<file path="config.mk">
export PLATFORM = sky130hd
export DESIGN_NAME = sr_ctrl
export DESIGN_NICKNAME = d
export VERILOG_FILES = /design/src/rtl/sr_ctrl.sv
export SDC_FILE = /design/constraint.sdc
export NUM_CORES = 1
export LEC_CHECK = 0
export BUFFER_PORTS_ARGS = -buffer_cell sky130_fd_sc_hd__buf_2
export CAP_MARGIN = 15
export CORE_MARGIN = 3
export CORE_UTILIZATION = 30
export DETAILED_ROUTE_END_ITERATION = 10
export SETUP_SLACK_MARGIN = 0.1
export SLEW_MARGIN = 20
export SYNTH_ARGS = -nofsm -noshare
export SYNTH_HDL_FRONTEND = slang
export SYNTH_SLANG_ARGS = --single-unit
export TNS_END_PERCENT = 50
</file>
<file path="constraint.sdc">
create_clock -name clk -period 1.8 [get_ports clk]
set_input_delay 0.09 -clock clk [delete_from_list [all_inputs] [get_ports clk]]
set_output_delay 0.09 -clock clk [all_outputs]
set_load 0.005 [all_outputs]
</file>
<file path="src/rtl/sr_ctrl.sv">
// ============================================================================
// Module  : sr_ctrl
// Brief   : Status register (R2/SR) owner, update arbiter and interrupt-entry
//           SR push sequencer.
// Revision: 1.0 - initial release
// ============================================================================
`default_nettype none

module sr_ctrl #(
    parameter logic [15:0] RESET_SR  = 16'h0000,
    parameter bit          KEEP_SCG0 = 1'b1
) (
    input  logic        clk,
    input  logic        rst_n,
    input  logic        flag_we,
    input  logic        flag_c,
    input  logic        flag_z,
    input  logic        flag_n,
    input  logic        flag_v,
    input  logic        sw_we,
    input  logic [15:0] sw_data,
    input  logic        reti_valid,
    input  logic [15:0] reti_data,
    input  logic        irq_ack,
    input  logic        push_ready,
    output logic [15:0] sr,
    output logic        gie,
    output logic        cpu_off,
    output logic        osc_off,
    output logic        scg0,
    output logic        scg1,
    output logic        push_valid,
    output logic [15:0] push_data,
    output logic        irq_done,
    output logic        busy
);

    localparam logic [15:0] c_sr_mask    = 16'h01FF;
    localparam logic [15:0] c_flag_mask  = 16'h0107;
    localparam logic [15:0] c_clear_mask = KEEP_SCG0 ? 16'h0040 : 16'h0000;
    localparam logic [15:0] c_reset_sr   = RESET_SR & c_sr_mask;

    typedef enum logic [1:0] {
        ST_IDLE  = 2'd0,
        ST_PUSH  = 2'd1,
        ST_CLEAR = 2'd2
    } state_t;

    state_t      r_state;
    state_t      w_state_next;
    logic [15:0] r_sr;
    logic [15:0] w_sr_next;
    logic [15:0] r_push_data;
    logic        w_load_push;
    logic [15:0] w_flag_bits;

    assign w_flag_bits = {7'b0, flag_v, 5'b0, flag_n, flag_z, flag_c};

    always_ff @(posedge clk or negedge rst_n) begin
        if (!rst_n) begin
            r_state     <= ST_IDLE;
            r_sr        <= c_reset_sr;
            r_push_data <= 16'h0000;
        end else begin
            r_state <= w_state_next;
            r_sr    <= w_sr_next;
            if (w_load_push) begin
                r_push_data <= w_sr_next;
            end
        end
    end

    // Only IDLE accepts SR writes; the pushed snapshot is the post-write value
    // so a RETI restore coinciding with irq_ack is what gets stacked.
    always_comb begin
        w_state_next = r_state;
        w_sr_next    = r_sr;
        w_load_push  = 1'b0;
        case (r_state)
            ST_IDLE: begin
                if (reti_valid) begin
                    w_sr_next = reti_data & c_sr_mask;
                end else if (sw_we && flag_we) begin
                    w_sr_next = (sw_data & c_sr_mask & ~c_flag_mask) | w_flag_bits;
                end else if (sw_we) begin
                    w_sr_next = sw_data & c_sr_mask;
                end else if (flag_we) begin
                    w_sr_next = (r_sr & ~c_flag_mask) | w_flag_bits;
                end
                if (irq_ack) begin
                    w_state_next = ST_PUSH;
                    w_load_push  = 1'b1;
                end
            end
            ST_PUSH: begin
                if (push_ready) begin
                    w_state_next = ST_CLEAR;
                end
            end
            ST_CLEAR: begin
                w_sr_next    = r_sr & c_clear_mask;
                w_state_next = ST_IDLE;
            end
            default: begin
                w_state_next = ST_IDLE;
            end
        endcase
    end

    assign sr         = r_sr;
    assign gie        = r_sr[3];
    assign cpu_off    = r_sr[4];
    assign osc_off    = r_sr[5];
    assign scg0       = r_sr[6];
    assign scg1       = r_sr[7];
    assign push_valid = (r_state == ST_PUSH);
    assign push_data  = r_push_data;
    assign irq_done   = (r_state == ST_CLEAR);
    assign busy       = (r_state != ST_IDLE);

endmodule

`default_nettype wire

</file>
Yosys cells after proc, flatten, opt, wreduce, memory -nomap -nowiden
Cells that the tools add are included.

Register bits after elaboration: 34. Logic and storage cells: 23. Output and inout bits: 40. Input port bits: 43.

Eq/ne operators: 4. Reductions and logical operators: 4. Bitwise gates (word level): 2. Muxes and demuxes: 10.

Operators with widths (number): $mux W16 (4); $pmux W16 S2 (1); $or A16 B9 Y16 (1); $or A8 B9 Y9 (1); $mux W2 (2); $ne A2 B2 Y1 const B (2); $pmux W2 S2 (1); $eq A2 B1 Y1 const B (1); $eq A2 B2 Y1 const B (1); $logic_not A2 Y1 (1); $mux W1 (2); $reduce_and A2 Y1 (1); $reduce_bool A2 Y1 (1); $logic_and A1 B1 Y1 (1).

Depth between registers and ports, before layout
Word-level depth: 6. Mapped depth: 5. Depth with buffers taken out: 3.

Worst setup path before layout
OpenSTA, ideal clock, no wires.

Path type: reg2reg. Start: register r_state[1]. End: register r_push_data[13] (netlist: push_data[13]). Path buffers: 2. Path slack: 0.519 ns. Cell stages (with the launch flop): 6. Clock period less this slack: 1.281 ns. Arrival: 1.154 ns. Setup time: 0.127 ns. Required time: 1.673 ns. Cell sequence: dfrtp_1 > or3b_1 > buf_2 > buf_6 > nand2_1 > o21ai_2.

Longest elaborated chain between the ends: 2. Elaborated cells between the ends (all ways): 4. Classes of those cells: eq/ne: 1; mux: 2; reduce/logical: 1.

Ends and longest elaborated chain: start, declared (line 49) `state_t r_state;`; start signal, assigned (line 65) `r_state <= w_state_next;`; $eq A2 B2 Y1 / $logic_not A2 Y1 (equally long branches) (line 79) `case (r_state)`; $pmux W16 S2 / $mux W1 (equally long branches) (line 79); end signal, assigned (line 68) `r_push_data <= w_sr_next;`; end, declared (line 53) `logic [15:0] r_push_data;`.

Parallel ways exist; a longest one is shown, timed or not. A chain may end at the register's enable or synchronous reset.

Worst setup path in the final report
Start: register r_state[0]. End: output busy.

Longest elaborated chain between the ends: 1.

Ends and longest elaborated chain: $reduce_bool A2 Y1 (line 119) `assign busy = (r_state != ST_IDLE);`; end, declared (line 35) `output logic busy`.

No other way between the ends.

==> reports/qor.yml <==
crit_fanout: 15
overflow: 0
cts-root-buf: "clkbuf_8"
antenna_found_initial: 0
ys_warn_count: 0
syn_inst: 146
worst_pin_slew_ns: 0.759
irDropWorstVdd_mv: 0.537
synth-xor-area-share_pct: 0
grt_start_max_net_pins: 35
drtAntennaViolNets: 0
worstSetupEndpointType: "primary output"
dr.pass1.iters: 3
final_nets: 255
io_buffers: 68
start_util_pct: 31.8
status: "finished, final reports clean"
netlist.area_leader.share_pct: 55.1
p_leak_nw: 1.07
skew_ns: 0.00779
critPathTopFamily: "flip-flops"
clk_path_buf_depth: 2
cpPeakStageDelay_ns: 0.64
syn_area_sq_mm: 0.00154
drcViolationCount: 0
tns_ns: 0
setup-violations-final: 0
cp_slowest_cell: "dfrtp_1"
clk_latency_ns: 0.28
synthMuxAreaShare_pct: 2.92
cts_made_buffers: 5
ios: 83
cp_num_buf_inv: 1
place_hpwl_mm: 2.62
grt_pass1_wl_mm: 5.89
hold_viol_final: 0
grt_pass1_vias: 1231
synth_cell_types: 27
drv_cap: 0
synth_flop_cell: "dfrtp_1"
ys_seq_area_share_pct: 55.1
critPathArrivalTime_ns: 1.47
htree_levels: 2
cts.clk_slew.worst_paths_ns: 0.07
wirelength_mm: 3.48
gp_congestion: 0.724
final_util_pct: 41.1
cp-start-kind: "flip-flop"
syn_area_per_cell_sq_um: 10.6
num_rows: 25
die_w_um: 77.7
drtIter0Drc: 33
synth_top_family_by_area: "compound AO/OA/AOI/OAI gates"
synthTopCellsByArea: "dfrtp_1 55%, o21ai_0 6.5%, o21ai_2 6.2%"
synth_most_common_cell: "dfrtp_1"
routed_via_density: 4.49
synth-adder-area-share_pct: 0
die_area_sq_mm: 0.00604
worstPathCellList: "or2_1, buf_2"
clock-sinks: 34
vias: 1257
report.final.slew_viol_count: 0
min_period_over_period_pct: 86.9
synth-seq-cells: 34
cp-startpoint: "r_state[0]"
fin_crit_ns: 1.56
wl_per_cell_um: 12.4
max_slew_margin_pct: 49.4
synth-edff-count: 0
crit_type: "reg -> out"
tritoncts: "built"
cts_resized: 0
design_area_sq_mm: 0.00199
synth_compound_area_share_pct: 20.3
crit_required_ns: 1.71
rsz0062_at_grt: "false"
yosys.area.top_type: "dfrtp_1"
hold_class: "in -> reg"
synthArstFlopShare_pct: 100
p_per_area_mw_per_mm2: 1190
num_antenna_cells: 0
core_sq_mm: 0.00485
ys_top_cells_by_count: "34 x dfrtp_1, 20 x o21ai_0, 16 x nand2_1"
placed_area_sq_mm: 0.00189
min_from: "push_ready"
r2r-start: "r_state[0]"
syn-num-nets: 189
grtUsageTotal_pct: 12.3
syn2layout_area_growth_pct: 29.1
final_layout_size_suffix_gt1_share_pct: 45.1
die_h_um: 77.7
synthSimpleGateAreaFrac_pct: 12.6
fmaxAchievable_ghz: 0.639
-- layout make-up --
type	count	area [sq um]
clock buffers	7	86.3
clock inverters	1	5.00
repair buffers	73	380
fillers	495	2860
well taps	67	83.8
multi-input cells	89	553
inverters	9	33.8
flip-flops and latches	34	851
-- path summary, 6_finish.rpt --
path                                 end  slack, ns  depth (start not counted)
max                                 busy       0.24                          2
min                           r_state[0]       0.01                          2
max reg2reg                 push_data[6]       0.33                          3
min reg2reg                push_data[11]       0.47                          2
max in group asynchronous         sr[14]       0.90                          2
min in group asynchronous   push_data[7]       0.40                          2
-- report_power, final --
part	switching, mW	internal [mW]	total, mW
Combinational	0.355	0.339	0.695
Clock	0.273	0.309	0.581
Sequential	0.144	0.951	1.09
Total	0.772	1.60	2.37
-- cell families (layout without fill, tap and decap cells) --
family / Yosys count / after routing
AO/OA/AOI/OAI: 48 / 48
buffers and inverters: 23 / 90
flip-flops: 34 / 34
multiplexers: 4 / 4
AND/OR/NAND/NOR: 37 / 37
-- metal layers --
metal | global-route usage (%) | vias to the layer above | routed length, um
met5 | 0 | - | 0
met4 | 5.34 | 0 | 63
met2 | 19.5 | 50 | 1570
li1 | - | 622 | -
met1 | 15.1 | 578 | 1550
met3 | 4.06 | 7 | 282
-- through the flow --
step / cells / total power [mW] / hold slack [ns] / setup WS, ns
6_report: 280 / 2.37 / 0.0143 / 0.236
5_1_grt: 280 / 2.55 / 0.0272 / 0.137
4_1_cts: 280 / 2.41 / 0.00687 / 0.198
3_5_place_dp: 271 / 1.82 / 0.212 / 0.330
3_3_place_gp: 271 / 1.81 / 0.199 / 0.334
2_1_floorplan: 146 / 1.54 / -0.206 / 0.519
-- sequential cells by signal, indices dropped and copies added (netlist names) --
signal,cells
push_data,16
sr,16
r_state,2
-- layout by cell type, fill, tap and decap left out, drive strengths merged --
master,netlist,final
or2,2,2
a22oi,3,3
dlygate4sd3,0,1
buf,13,72
a31oi,4,4
nor3,1,1
inv,9,9
nand2b,7,7
o21bai,1,1
o21ai,32,32
clkbuf,1,7
or3b,2,2
mux2,4,4
o221ai,4,4
and2,1,1
nor2b,2,2
nor2,4,4
a21oi,3,3
dfrtp,34,34
clkinv,0,1
and3b,1,1
o31ai,1,1
nor3b,1,1
nand2,16,16
-- what timing repair did --
item	in CTS	in global routing
buffers inserted	0	0
hold buffers	1	0
hold endpoints to repair	34	0
(Power assumes the default switching activity.)
